===== src/rtl/led_fade_driver.sv =====
// led_fade_driver
//
// Turns a slowly changing on/off LED pattern into per-LED PWM drive. Lit LEDs
// run at the programmed brightness. LEDs that turn off fade linearly to dark.
//
// Ports
//   clock        sole clock, rising edge
//   reset        asynchronous, active-high; clears every register
//   led_in       requested on/off pattern (WIDTH bits)
//   brightness   duty applied to lit LEDs (PWM_BITS bits)
//   io_led       registered PWM drive to the pins (WIDTH bits)
//   frame_start  registered one-cycle pulse in the cycle where pwm_cnt == 0
//
// Parameters
//   WIDTH          number of LEDs
//   PWM_BITS       PWM / brightness resolution, MAX = 2**PWM_BITS - 1
//   DECAY_DIV_BITS decay prescaler width, one decay tick per 2**DECAY_DIV_BITS cycles
//   DECAY_STEP     level decrement per decay tick (<= MAX)

module led_fade_driver #(
  parameter int WIDTH          = 24,
  parameter int PWM_BITS       = 8,
  parameter int DECAY_DIV_BITS = 16,
  parameter int DECAY_STEP     = 8
) (
  input  logic                clock,
  input  logic                reset,
  input  logic [WIDTH-1:0]    led_in,
  input  logic [PWM_BITS-1:0] brightness,
  output logic [WIDTH-1:0]    io_led,
  output logic                frame_start
);

  localparam logic [PWM_BITS-1:0]       PWM_MAX   = '1;
  localparam logic [PWM_BITS-1:0]       PWM_ONE   = PWM_BITS'(1);
  localparam logic [PWM_BITS-1:0]       STEP_V    = PWM_BITS'(DECAY_STEP);
  localparam logic [DECAY_DIV_BITS-1:0] PRESC_ONE = DECAY_DIV_BITS'(1);

  // Registers
  logic [WIDTH-1:0]                led_q,         led_d;
  logic [WIDTH-1:0][PWM_BITS-1:0]  level_q,       level_d;
  logic [WIDTH-1:0][PWM_BITS-1:0]  shadow_q,      shadow_d;
  logic [PWM_BITS-1:0]             pwm_cnt_q,     pwm_cnt_d;
  logic [DECAY_DIV_BITS-1:0]       presc_q,       presc_d;
  logic [WIDTH-1:0]                io_led_q,      io_led_d;
  logic                            frame_start_q, frame_start_d;

  logic decay_tick;
  logic frame_end;

  always_comb begin
    led_d         = led_in;
    presc_d       = presc_q + PRESC_ONE;
    pwm_cnt_d     = pwm_cnt_q + PWM_ONE;
    decay_tick    = &presc_q;
    frame_end     = (pwm_cnt_q == PWM_MAX);
    frame_start_d = frame_end;

    level_d  = level_q;
    shadow_d = shadow_q;
    io_led_d = '0;

    for (int i = 0; i < WIDTH; i++) begin
      // A lit LED always tracks brightness, even on a decay tick, so a
      // re-lit LED jumps straight back with no residual fade.
      if (led_q[i]) begin
        level_d[i] = brightness;
      end else if (decay_tick) begin
        // Guarded subtract: saturates at dark instead of wrapping.
        level_d[i] = (level_q[i] >= STEP_V) ? (level_q[i] - STEP_V) : '0;
      end

      // Duty is latched only at the frame boundary so a frame never mixes
      // two levels; decay ticks between boundaries are simply overwritten.
      if (frame_end) begin
        shadow_d[i] = level_q[i];
      end

      // Strict compare: high count per frame equals the shadow value.
      io_led_d[i] = (shadow_q[i] > pwm_cnt_q);
    end
  end

  always_ff @(posedge clock or posedge reset) begin
    if (reset) begin
      led_q         <= '0;
      level_q       <= '0;
      shadow_q      <= '0;
      pwm_cnt_q     <= '0;
      presc_q       <= '0;
      io_led_q      <= '0;
      frame_start_q <= 1'b0;
    end else begin
      led_q         <= led_d;
      level_q       <= level_d;
      shadow_q      <= shadow_d;
      pwm_cnt_q     <= pwm_cnt_d;
      presc_q       <= presc_d;
      io_led_q      <= io_led_d;
      frame_start_q <= frame_start_d;
    end
  end

  assign io_led      = io_led_q;
  assign frame_start = frame_start_q;

endmodule


===== config.mk =====
export PLATFORM = sky130hd
export DESIGN_NAME = led_fade_driver
export DESIGN_NICKNAME = d
export VERILOG_FILES = /design/src/rtl/led_fade_driver.sv
export SDC_FILE = /design/constraint.sdc
export NUM_CORES = 1
export LEC_CHECK = 0
export BUFFER_PORTS_ARGS = -buffer_cell sky130_fd_sc_hd__buf_4
export CAP_MARGIN = 20
export CORE_AREA = 4 4 287 289
export DETAILED_ROUTE_END_ITERATION = 8
export DIE_AREA = 0 0 291 293
export GPL_ROUTABILITY_DRIVEN = 0
export PLACE_DENSITY = 0.5
export SLEW_MARGIN = 40
export SYNTH_ARGS = -nofsm -noshare
export SYNTH_HDL_FRONTEND = slang
export SYNTH_SLANG_ARGS = --single-unit

===== constraint.sdc =====
create_clock -name clock -period 15.08 [get_ports clock]
set_input_delay 2.262 -clock clock [delete_from_list [all_inputs] [get_ports clock]]
set_output_delay 2.262 -clock clock [all_outputs]
set_load 0.005 [all_outputs]

==> results of run 1 <==
-- kinds of logic after synthesis --
| kind of cell | synth area share, % |
|---|---|
| AND/OR/NAND/NOR | 13.3 |
| XOR/XNOR | 0.737 |
| AO/OA/AOI/OAI | 12.6 |
| buffers and inverters | 3.65 |
| flip-flops | 48.1 |
| adder cells (fa/ha/maj) | 11.5 |
| multiplexers | 10.2 |
-- per-stage QoR --
stage	hold WS, ns	std cells	area (sq um)	setup WS, ns
2_1_floorplan	0.414	2179	23800	0.0775
3_3_place_gp	0.431	3217	25300	9.29
3_5_place_dp	0.437	3217	25300	9.80
4_1_cts	0.452	3313	27100	10.47
5_1_grt	0.476	3315	27100	10.79
6_report	0.454	3315	27100	11.13
-- synthesized netlist by cell type (4+ instances only) --
| cell type | count | area share, % |
|---|---|---|
| nor2_1 | 73 | 1.2 |
| nand3b_1 | 4 | 0.13 |
| o21ai_1 | 37 | 0.78 |
| nor2b_1 | 72 | 1.9 |
| xor2_1 | 7 | 0.26 |
| nand2_1 | 144 | 2.3 |
| a221o_1 | 17 | 0.72 |
| nand4b_1 | 5 | 0.18 |
| xnor2_1 | 13 | 0.48 |
| o211ai_1 | 14 | 0.44 |
| a221oi_1 | 5 | 0.18 |
| a41oi_1 | 5 | 0.18 |
| or3_1 | 22 | 0.58 |
| o221ai_1 | 4 | 0.15 |
| dfrtp_1 | 457 | 48 |
| and3_1 | 8 | 0.21 |
| nor3_1 | 28 | 0.59 |
| o22ai_1 | 21 | 0.55 |
| nor4_4 | 5 | 0.45 |
| or2_2 | 8 | 0.21 |
| mux2i_1 | 17 | 0.72 |
| inv_1 | 108 | 1.7 |
| o31ai_1 | 20 | 0.63 |
| nand4_1 | 50 | 1.3 |
| a21oi_1 | 130 | 2.7 |
| nand2b_1 | 21 | 0.55 |
| a311oi_1 | 4 | 0.15 |
| o21ai_0 | 130 | 2.7 |
| nand3_1 | 39 | 0.82 |
| clkbuf_1 | 61 | 0.96 |
| nor4_1 | 46 | 1.2 |
| buf_6 | 5 | 0.24 |
| o41ai_1 | 5 | 0.18 |
| a31oi_1 | 13 | 0.34 |
| a22oi_1 | 9 | 0.28 |
| a21o_1 | 37 | 1.2 |
| a211o_1 | 5 | 0.18 |
| nor3b_1 | 10 | 0.32 |
| buf_2 | 31 | 0.65 |
| ha_1 | 218 | 11 |
| mux2_2 | 200 | 9.5 |
| buf_1 | 4 | 0.063 |
| a22o_1 | 21 | 0.77 |
| or4_1 | 6 | 0.19 |
-- layout make-up --
type / instances / area (sq um) / share of cell area (%)
clock buffers: 85 / 1690 / 6.23
well taps: 1060 / 1330 / 4.89
clock inverters: 11 / 86.3 / 0.318
multi-input cells: 1512 / 11500 / 42.3
flip-flops and latches: 457 / 11400 / 42.2
inverters: 108 / 413 / 1.52
repair buffers: 82 / 689 / 2.54
-- metal layers --
| metal | vias to the layer above | GRT usage, % | wire length, um |
|---|---|---|---|
| met1 | 8516 | 20.4 | 30000 |
| met5 | - | 0 | 13 |
| met3 | 104 | 2.32 | 2910 |
| met2 | 334 | 24.9 | 29600 |
| met4 | 2 | 4.33 | 1540 |
| li1 | 8040 | - | - |
-- registers in the layout, summed over array words and instances (netlist names) --
name	flops
pwm_cnt_q	8
level_q	192
shadow_q	192
led_q	24
io_led	24
presc_q	16
frame_start	1
-- power by group through the flow --
stage	sequential (uW)	combinational (uW)	clock, uW
floorplan	1330	128	0
global placement	1360	158	0
detailed placement	1360	165	0
CTS	1340	166	1340
global route	1350	189	1380
finish	1340	164	1290
-- how the worst min path moves through the flow --
| stage | end | slack [ns] |
|---|---|---|
| 4_1_cts | presc_q[0] | 0.45 |
| 2_1_floorplan | presc_q[0] | 0.41 |
| 3_3_place_gp | presc_q[0] | 0.43 |
| 6_report | presc_q[0] | 0.45 |
| 5_1_grt | presc_q[0] | 0.48 |
| 3_5_place_dp | presc_q[0] | 0.44 |
-- placed cells by master (no fill, tap or decap), types with 8 or more instances in the layout --
master,instances
nand3_1,39
clkbuf_16,55
a221o_1,17
or2_2,9
clkbuf_1,10
o31ai_1,20
buf_4,74
a22oi_1,9
mux2_2,200
a31oi_1,13
or3_1,22
clkbuf_8,21
xnor2_1,13
ha_1,218
nor3_1,28
o21ai_1,37
and3_1,8
o22ai_1,21
nand4_1,50
a21o_1,37
dfrtp_1,456
mux2i_1,17
nand2b_1,21
nor4_1,46
o211ai_1,14
a22o_1,21
nor2_1,71
o21ai_0,130
nor3b_1,10
nand2_1,143
a21oi_1,130
clkinv_2,8
inv_1,103
nor2b_1,72
-- worst reg2reg max path: stages, from the launching register on --
cell and delay [ns]:
dfrtp_1 0.41, clkinv_1 0.65, buf_4 0.55, nor4_2 0.31, nand4_1 0.23, buf_12 0.28, buf_16 0.28, mux2_2 0.38
==> reports/metrics.yaml, run 1 <==
clock_tree:
  ctsResizeCount: 0
  cts.reportedPaths.clkPinSlew_ns: 0.05
  post_cts_buffers: 0
  clock_sinks: 457
  cts-buffers-inserted: 53
  postCtsHoldBufs: 0
  clk_latency_ns: 0.60
  h-tree-depth: 2
  root_buffer: "clkbuf_16"
  clockBufferDepth: 3
  cts_tree: "built"
layout:
  n_antenna_cell: 0
  n_fill_cell: 7946
  syn_to_final_growth_pct: 14.1
  utilization_pct: 33.9
  drive_gt1_share_pct: 18.0
  nets: 2466
die:
  die_x_um: 291
  core.rowCount: 104
  die_h_um: 293
  start_util_pct: 29.8
  coreArea_sq_um: 79900
  io_pins: 59
  die_area_sq_um: 85300
worst_hold_path:
  min_from: "presc_q[0]"
  hold_depth: 1
  min_path_type: "reg -> reg"
sta:
  worst_pin_slew_ns: 0.802
  drv_slew: 0
  setup_viol: 0
  clock.fmax_ghz: 0.253
  min_period_ns: 3.95
  rsz0062_at_grt: "false"
  skew_ns: 0.0189
  slew_headroom_pct: 46.5
  hold_viol: 0
  fin_setup_tns_ns: 0
  finalCritPeriodShare_pct: 26.2
grt:
  grt_pass1_vias: 17400
  antenna_found_initial: 1
  grt_max_degree: 140
  grt.total_usage_pct: 15.0
  grt-ovfl-total: 0
  grt_pass1_wl_um: 101000
logic_synthesis:
  synth_ff_type: "dfrtp_1"
  syn_area_per_cell_sq_um: 10.9
  ys_types: 66
  ys_seq_area_share_pct: 48.1
  synth_edf_count: 0
  synthArstFlopShare_pct: 100
  yosysWarnings: 0
  ys_ff_latch: 457
  synth_area_sq_um: 23800
  netlist_instances: 2179
  synthesis.nets: 2431
setup_path:
  cp_slowest_cell: "clkbuf_8"
  endpoint: "io_led[21]"
  cp.depth: 5
  worstSetupEndpointType: "asynchronous set/reset pin"
  slowest_delay_ns: 0.67
  reg2reg_from: "pwm_cnt_q[2]"
  reg2reg_to: "shadow_q[18]"
  path_cells: "buf_4 > inv_8 > buf_6 > buf_6 > clkbuf_8"
  crit_path_frequent_cell: "buf_6"
  r2r_setup_slack_ns: 11.86
  crit_start: "reset"
  r2r_cells: 7
  crit_required_ns: 15.74
  crit_family: "buffers and inverters"
  cp.buffers_inverters: 5
  arrival_ns: 4.62
  path_max_fanout: 80
  cp-start-kind: "primary input"
  criticalPathCategory: "in -> async"
pwr:
  ir_drop_v: 0.0000685
  power.switching_uw: 675
  p_leak_uw: 0.0128
  pwr_density_cell_nw_per_um2: 103
  power.internal_uw: 2120
  comb_power_share_pct: 5.9
  p_sw_share_pct: 24.1
  seq_power_share_pct: 48.0
  clkPwrFrac_pct: 46.2
  power.total_uw: 2800
routing:
  drtIter0Drc: 1022
  routedWlPerCell_um: 19.3
  dr.pass1.iters: 5
  viasPerCell: 5.13
  drt-total-wl_um: 64100
  drc: 0
  vias: 17000
  postRouteAntennaNets: 0
placement:
  port_buffers: 58
  dpl.hpwl_um: 38100
status:
  status: "completed"
job:
  maxCapViolations: 0
Power figures use the tool's default switching activity.
==> run 2: changes to the inputs <==
==> constraint.sdc (replaced) <==
create_clock -name clock -period 3.55 [get_ports clock]
set_input_delay 0.5325 -clock clock [delete_from_list [all_inputs] [get_ports clock]]
set_output_delay 0.5325 -clock clock [all_outputs]
set_load 0.005 [all_outputs]
==> run 2 against run 1 <==
Utilization grew 0.40 points. Cell count is 0.78% higher. Clock power grew to 4.3 times the previous value. Via count hardly changed. Clock skew fell by 0.00076 ns. Design area increased by 1.2%. Non-clock buffer count grew 24. Hold slack lost 0.41 ns. Critical path type is now reg -> reg. Largest power group unchanged. Highest routed layer is now met4.
==> reports/metrics.yaml, run 2 (synthesis gave the netlist of run 1 again) <==
sta:
  setup_viol: 0  # unchanged
  worst_pin_slew_ns: 0.720  # -0.0811 ns
  min_period_ns: 2.56
  whs_ns: 0.0414  # -0.413 ns
  setup_ws_ns: 0.988  # -10.14 ns
  rsz0062_at_grt: "false"
  slew_headroom_pct: 52.0  # +5.5 points
  drv_slew: 0  # unchanged
  skew_ns: 0.0181  # -0.000760 ns
  clock.fmax_ghz: 0.390
  finalCritPeriodShare_pct: 72.2
  hold_viol: 0  # unchanged
clock_tree:
  cts.reportedPaths.clkPinSlew_ns: 0.06  # about the same
  cts-buffers-inserted: 53  # unchanged
  h-tree-depth: 2  # unchanged
  post_cts_buffers: 0  # unchanged
  clockBufferDepth: 3  # unchanged
  root_buffer: "clkbuf_16"
  cts_tree: "built"
  clock_sinks: 457  # unchanged
  clk_latency_ns: 0.60  # about the same
  ctsResizeCount: 0  # unchanged
placement:
  dpl.hpwl_um: 40500  # +6.2%
  port_buffers: 58  # unchanged
  post-place-ws_ns: 1.00  # -8.80 ns
  dpl-instance-area_sq_um: 25600  # +1.4%
setup_path:
  slowest_delay_ns: 0.62  # -0.05 ns
  worstSetupEndpointType: "register"
  crit_required_ns: 4.03  # -11.71 ns
  cp-start-kind: "register"
  path_max_fanout: 19  # -76%
  crit_start: "presc_q[0]"
  arrival_ns: 3.04  # -1.58 ns
  criticalPathCategory: "reg -> reg"
  path_cells: "ha_1 > nand2_1 > nor4_4 > buf_12 > nand3_1 > nor4_1 > mux2_2"
  crit_family: "simple AND/OR/NAND/NOR gates"
  reg2reg_from: "presc_q[0]"
  cp_slowest_cell: "nor4_4"
  r2r_cells: 7  # unchanged
  cp.buffers_inverters: 1  # -4
  r2r_setup_slack_ns: 0.99  # -10.87 ns
  reg2reg_to: "level_q[23]"
grt:
  grt_pass1_wl_um: 102000  # +0.62%
  antenna_found_initial: 0  # -1
  grt-ovfl-total: 0  # unchanged
  grt.total_usage_pct: 15.0  # -0.032 points
  grt_max_degree: 98  # -30%
  grt_pass1_vias: 17400  # -0.029%
pwr:
  pwr_density_cell_nw_per_um2: 436  # +320%
  ir_drop_v: 0.000342  # +400%
  power.internal_uw: 9040  # +330%
  p_leak_uw: 0.0130  # +1.2%
  seq_power_share_pct: 47.7  # -0.3 points
  power.switching_uw: 2910  # +330%
  p_sw_share_pct: 24.4  # +0.24 points
  power.total_uw: 12000  # +330%
  clkPwrFrac_pct: 46.3  # about the same
  comb_power_share_pct: 6.0  # about the same
routing:
  vias: 17000  # +0.082%
  drtIter0Drc: 1096  # +7.2%
  viasPerCell: 5.09  # -0.70%
  drc: 0  # unchanged
  dr.pass1.iters: 5  # unchanged
  postRouteAntennaNets: 0  # unchanged
  drt-total-wl_um: 64000  # -0.20%
  routedWlPerCell_um: 19.1  # -0.98%
layout:
  syn_to_final_growth_pct: 15.4
  nets: 2490  # +0.97%
  reg_top3: "level_q: 192 flops, shadow_q: 192 flops"
  fin_area_sq_um: 27400  # +1.2%
  layout_common_cells: "dfrtp_1, ha_1, mux2_2, nand2_1"
  layout_commonest_cell: "dfrtp_1"
  n_antenna_cell: 0  # unchanged
  drive_gt1_share_pct: 18.5  # +0.50 points
die:
  die_h_um: 293  # unchanged
  die_x_um: 291  # unchanged
  coreArea_sq_um: 79900  # unchanged
  io_pins: 59  # unchanged
  core.rowCount: 104  # unchanged
  die_area_sq_um: 85300  # unchanged
  start_util_pct: 29.8  # unchanged
worst_hold_path:
  min_to: "led_q[15]"
  hold_depth: 1  # unchanged
  min_path_type: "in -> reg"
  min_from: "led_in[15]"
job:
  maxCapViolations: 0  # unchanged
status:
  status: "completed"
==> run 2: worst max-delay path by stage <==
stage,slack [ns],cells past startpoint,to
floorplan,-3.17,1,frame_start
global placement,1.06,7,level_q[23]
detailed placement,1.00,5,shadow_q[95]
CTS,0.98,5,shadow_q[92]
global route,0.86,5,shadow_q[57]
finish,0.99,7,level_q[23]
==> run 2: per-layer routing <==
metal / wire (um) / track usage (%)
met5: 0 / 0
met2: 30000 / 24.9
met4: 1950 / 4.66
met3: 2350 / 1.90
met1: 29600 / 20.4
==> run 2: through the flow <==
stage          util (%)  setup TNS (ns)  std cells
2_1_floorplan         -        -1446.65       2179
3_3_place_gp       32.0               0       3238
3_5_place_dp       32.1               0       3239
4_1_cts            34.3               0       3341
5_1_grt            34.3               0       3341
6_report           34.3               0       3341
==> run 2: power by group through the flow <==
stage | Sequential (uW) | Combinational (uW) | Clock, uW
final | 5700 | 717 | 5530
after global routing | 5750 | 823 | 5920
after CTS | 5700 | 734 | 5710
after detailed placement | 5800 | 728 | 0
after global placement | 5790 | 694 | 0
after floorplan | 5670 | 543 | 0
==> run 2: area by class of cell <==
class	count	area (sq um)
Sequential cell	457	11400
Timing Repair Buffer	106	1010
Clock buffer	82	1610
Tap cell	1060	1330
Multi-Input combinational cell	1512	11500
Clock inverter	16	169
Fill cell	7972	52500
Inverter	108	409
==> run 2: repair_timing <==
item	4_1_cts	5_1_grt
hold endpoints to repair	9	0
hold buffers	4	0
setup endpoints to repair	0	0
==> run 3: changes to the inputs <==
--- a/config.mk
+++ b/config.mk
@@ -11,7 +11,7 @@
 export DETAILED_ROUTE_END_ITERATION = 8
 export DIE_AREA = 0 0 291 293
 export GPL_ROUTABILITY_DRIVEN = 0
-export PLACE_DENSITY = 0.5
+export PLACE_DENSITY = 0.48
 export SLEW_MARGIN = 40
 export SYNTH_ARGS = -nofsm -noshare
 export SYNTH_HDL_FRONTEND = slang
==> constraint.sdc (replaced) <==
create_clock -name clock -period 2.53 [get_ports clock]
set_input_delay 0.3795 -clock clock [delete_from_list [all_inputs] [get_ports clock]]
set_output_delay 0.3795 -clock clock [all_outputs]
set_load 0.005 [all_outputs]
==> run 3 against run 2 <==
Register-to-register slack got worse by 0.76 ns. Critical path depth unchanged. Worst setup slack got worse by 0.76 ns. Largest power group is now clock.
==> reports/metrics.yaml, run 3 (synthesis gave the netlist of run 1 again) <==
status:
  status: "completed"
layout:
  layout_common_cells: "dfrtp_1, ha_1, mux2_2, nand2_1"
  utilization_pct: 34.9  # +0.59 points
  drive_gt1_share_pct: 19.2  # +0.71 points
  layout_commonest_cell: "dfrtp_1"
  fin_area_sq_um: 27900  # +1.7%
  instances_no_fill: 3387  # +1.4%
  reg_top3: "level_q: 192 flops, shadow_q: 192 flops"
  n_antenna_cell: 0  # unchanged
  syn_to_final_growth_pct: 17.4
  nets: 2536  # +1.8%
grt:
  grt_max_degree: 99  # +1.0%
  grt.total_usage_pct: 15.2  # +0.19 points
  grt-ovfl-total: 0  # unchanged
  grt_pass1_wl_um: 103000  # +0.73%
  antenna_found_initial: 0  # unchanged
  grt_pass1_vias: 17500  # +0.46%
clock_tree:
  h-tree-depth: 2  # unchanged
  cts.reportedPaths.clkPinSlew_ns: 0.06  # about the same
  clock_sinks: 457  # unchanged
  ctsResizeCount: 0  # unchanged
  postCtsHoldBufs: 25  # +21
  cts-buffers-inserted: 55  # +3.8%
  clockBufferDepth: 3  # unchanged
  post_cts_buffers: 0  # unchanged
  cts_tree: "built"
  clk_latency_ns: 0.61  # about the same
  root_buffer: "clkbuf_16"
pwr:
  comb_power_share_pct: 6.0  # about the same
  power.internal_uw: 13200  # +46%
  clkPwrFrac_pct: 48.0  # +1.7 points
  power.total_uw: 17400  # +45%
  power.switching_uw: 4210  # +45%
  p_sw_share_pct: 24.2  # -0.14 points
  p_leak_uw: 0.0132  # +1.8%
  ir_drop_v: 0.000483  # +41%
  seq_power_share_pct: 46.0  # -1.7 points
  pwr_density_cell_nw_per_um2: 623  # +43%
sta:
  drv_slew: 0  # unchanged
  hold_viol: 0  # unchanged
  min_period_ns: 2.30  # -0.257 ns
  slew_headroom_pct: 58.4  # +6.4 points
  skew_ns: 0.0149  # -0.00318 ns
  worst_pin_slew_ns: 0.624  # -0.0960 ns
  rsz0062_at_grt: "false"
  setup_viol: 0  # unchanged
  finalCritPeriodShare_pct: 91.1  # +19 points
  fin_setup_tns_ns: 0  # unchanged
  clock.fmax_ghz: 0.434  # +11%
routing:
  dr.pass1.iters: 5  # unchanged
  vias: 17300  # +1.4%
  drc: 0  # unchanged
  drt-total-wl_um: 65100  # +1.7%
  postRouteAntennaNets: 0  # unchanged
  routedWlPerCell_um: 19.2  # +0.33%
  drtIter0Drc: 876  # -20%
  viasPerCell: 5.09  # about the same
die:
  core.rowCount: 104  # unchanged
  die_area_sq_um: 85300  # unchanged
  die_h_um: 293  # unchanged
  coreArea_sq_um: 79900  # unchanged
  io_pins: 59  # unchanged
  die_x_um: 291  # unchanged
  start_util_pct: 29.8  # unchanged
setup_path:
  cp-start-kind: "register"
  worstSetupEndpointType: "register"
  crit_required_ns: 3.01  # -1.02 ns
  path_cells: "ha_1 > nand2_1 > or2_2 > buf_4 > nor4_4 > mux2i_1 > a21oi_1"
  slowest_delay_ns: 0.54  # -0.08 ns
  arrival_ns: 2.78  # -0.26 ns
  path_max_fanout: 15  # -4
  cp_slowest_cell: "or2_2"
  criticalPathCategory: "reg -> reg"
worst_hold_path:
  min_path_type: "in -> reg"
job:
  maxCapViolations: 0  # unchanged
placement:
  port_buffers: 58  # unchanged
  dpl-instance-area_sq_um: 25800  # +0.50%
  dpl.hpwl_um: 41900  # +3.5%
  dp.cells: 3262  # +0.71%
run 3: changes by cell type in the layout (fill, tap and decap cells not counted):
| cell | previous run | this run |
|---|---|---|
| clkinv_1 | 1 | 3 |
| buf_12 | 15 | 13 |
| clkbuf_8 | 15 | 9 |
| buf_16 | 1 | 0 |
| inv_1 | 106 | 104 |
| dlygate4sd3_1 | 4 | 25 |
| clkinvlp_4 | 2 | 3 |
| buf_4 | 86 | 112 |
| clkinv_4 | 0 | 1 |
| clkinv_2 | 11 | 9 |
| clkbuf_16 | 54 | 56 |
| bufinv_16 | 3 | 8 |
| inv_6 | 0 | 1 |
run 3: power groups by stage:
stage,Clock (uW),Sequential [uW],Combinational (uW)
5_1_grt,8930,8060,1190
3_3_place_gp,0,8120,989
6_report,8340,8000,1040
4_1_cts,8620,8000,1060
2_1_floorplan,0,7960,762
3_5_place_dp,0,8130,1030
run 3: per-stage QoR:
stage               worst slack (ns)  hold slack [ns]
floorplan                      -4.03            0.411
global placement               0.219            0.445
detailed placement             0.221            0.444
CTS                            0.195            0.208
global route                  0.0496            0.224
finish                         0.226            0.252
run 3: layout make-up:
cell class | count | area (sq um)
clock buffer | 78 | 1570
fill | 7889 | 52000
clock inverter | 22 | 334
sequential | 457 | 11400
tap | 1060 | 1330
inverter | 108 | 409
multi-input combinational | 1512 | 11500
timing repair buffer | 150 | 1350
run 3: path summary, 6_finish.rpt:
check	slack, ns	end	depth (start not counted)	start
hold / removal	0.25	level_q[103]	3	brightness[7]
min in group asynchronous	0.39	shadow_q[12]	3	reset
hold reg to reg	0.45	presc_q[0]	1	presc_q[0]
setup / recovery	0.23	level_q[70]	7	presc_q[0]
max in group asynchronous	1.23	level_q[20]	4	reset
setup reg to reg	0.23	level_q[70]	7	presc_q[0]
run 3: worst max-delay path, delay by kind of cell, from the launching register on:
| kind | cells | cell delay (ns) |
|---|---|---|
| flip-flops | 1 | 0.36 |
| AO/OA/AOI/OAI | 1 | 0.09 |
| buffers and inverters | 1 | 0.29 |
| AND/OR/NAND/NOR | 3 | 0.96 |
| multiplexers | 1 | 0.24 |
| adder cells (fa/ha/maj) | 1 | 0.23 |
run 3: metal layers:
metal | GRT usage [%] | part of all wire [%] | up-vias
li1 | - | - | 8197
met1 | 20.6 | 47 | 8637
met2 | 25.1 | 46 | 300
met3 | 2.26 | 3.9 | 117
met4 | 4.63 | 3.0 | 0
met5 | 0 | 0 | -
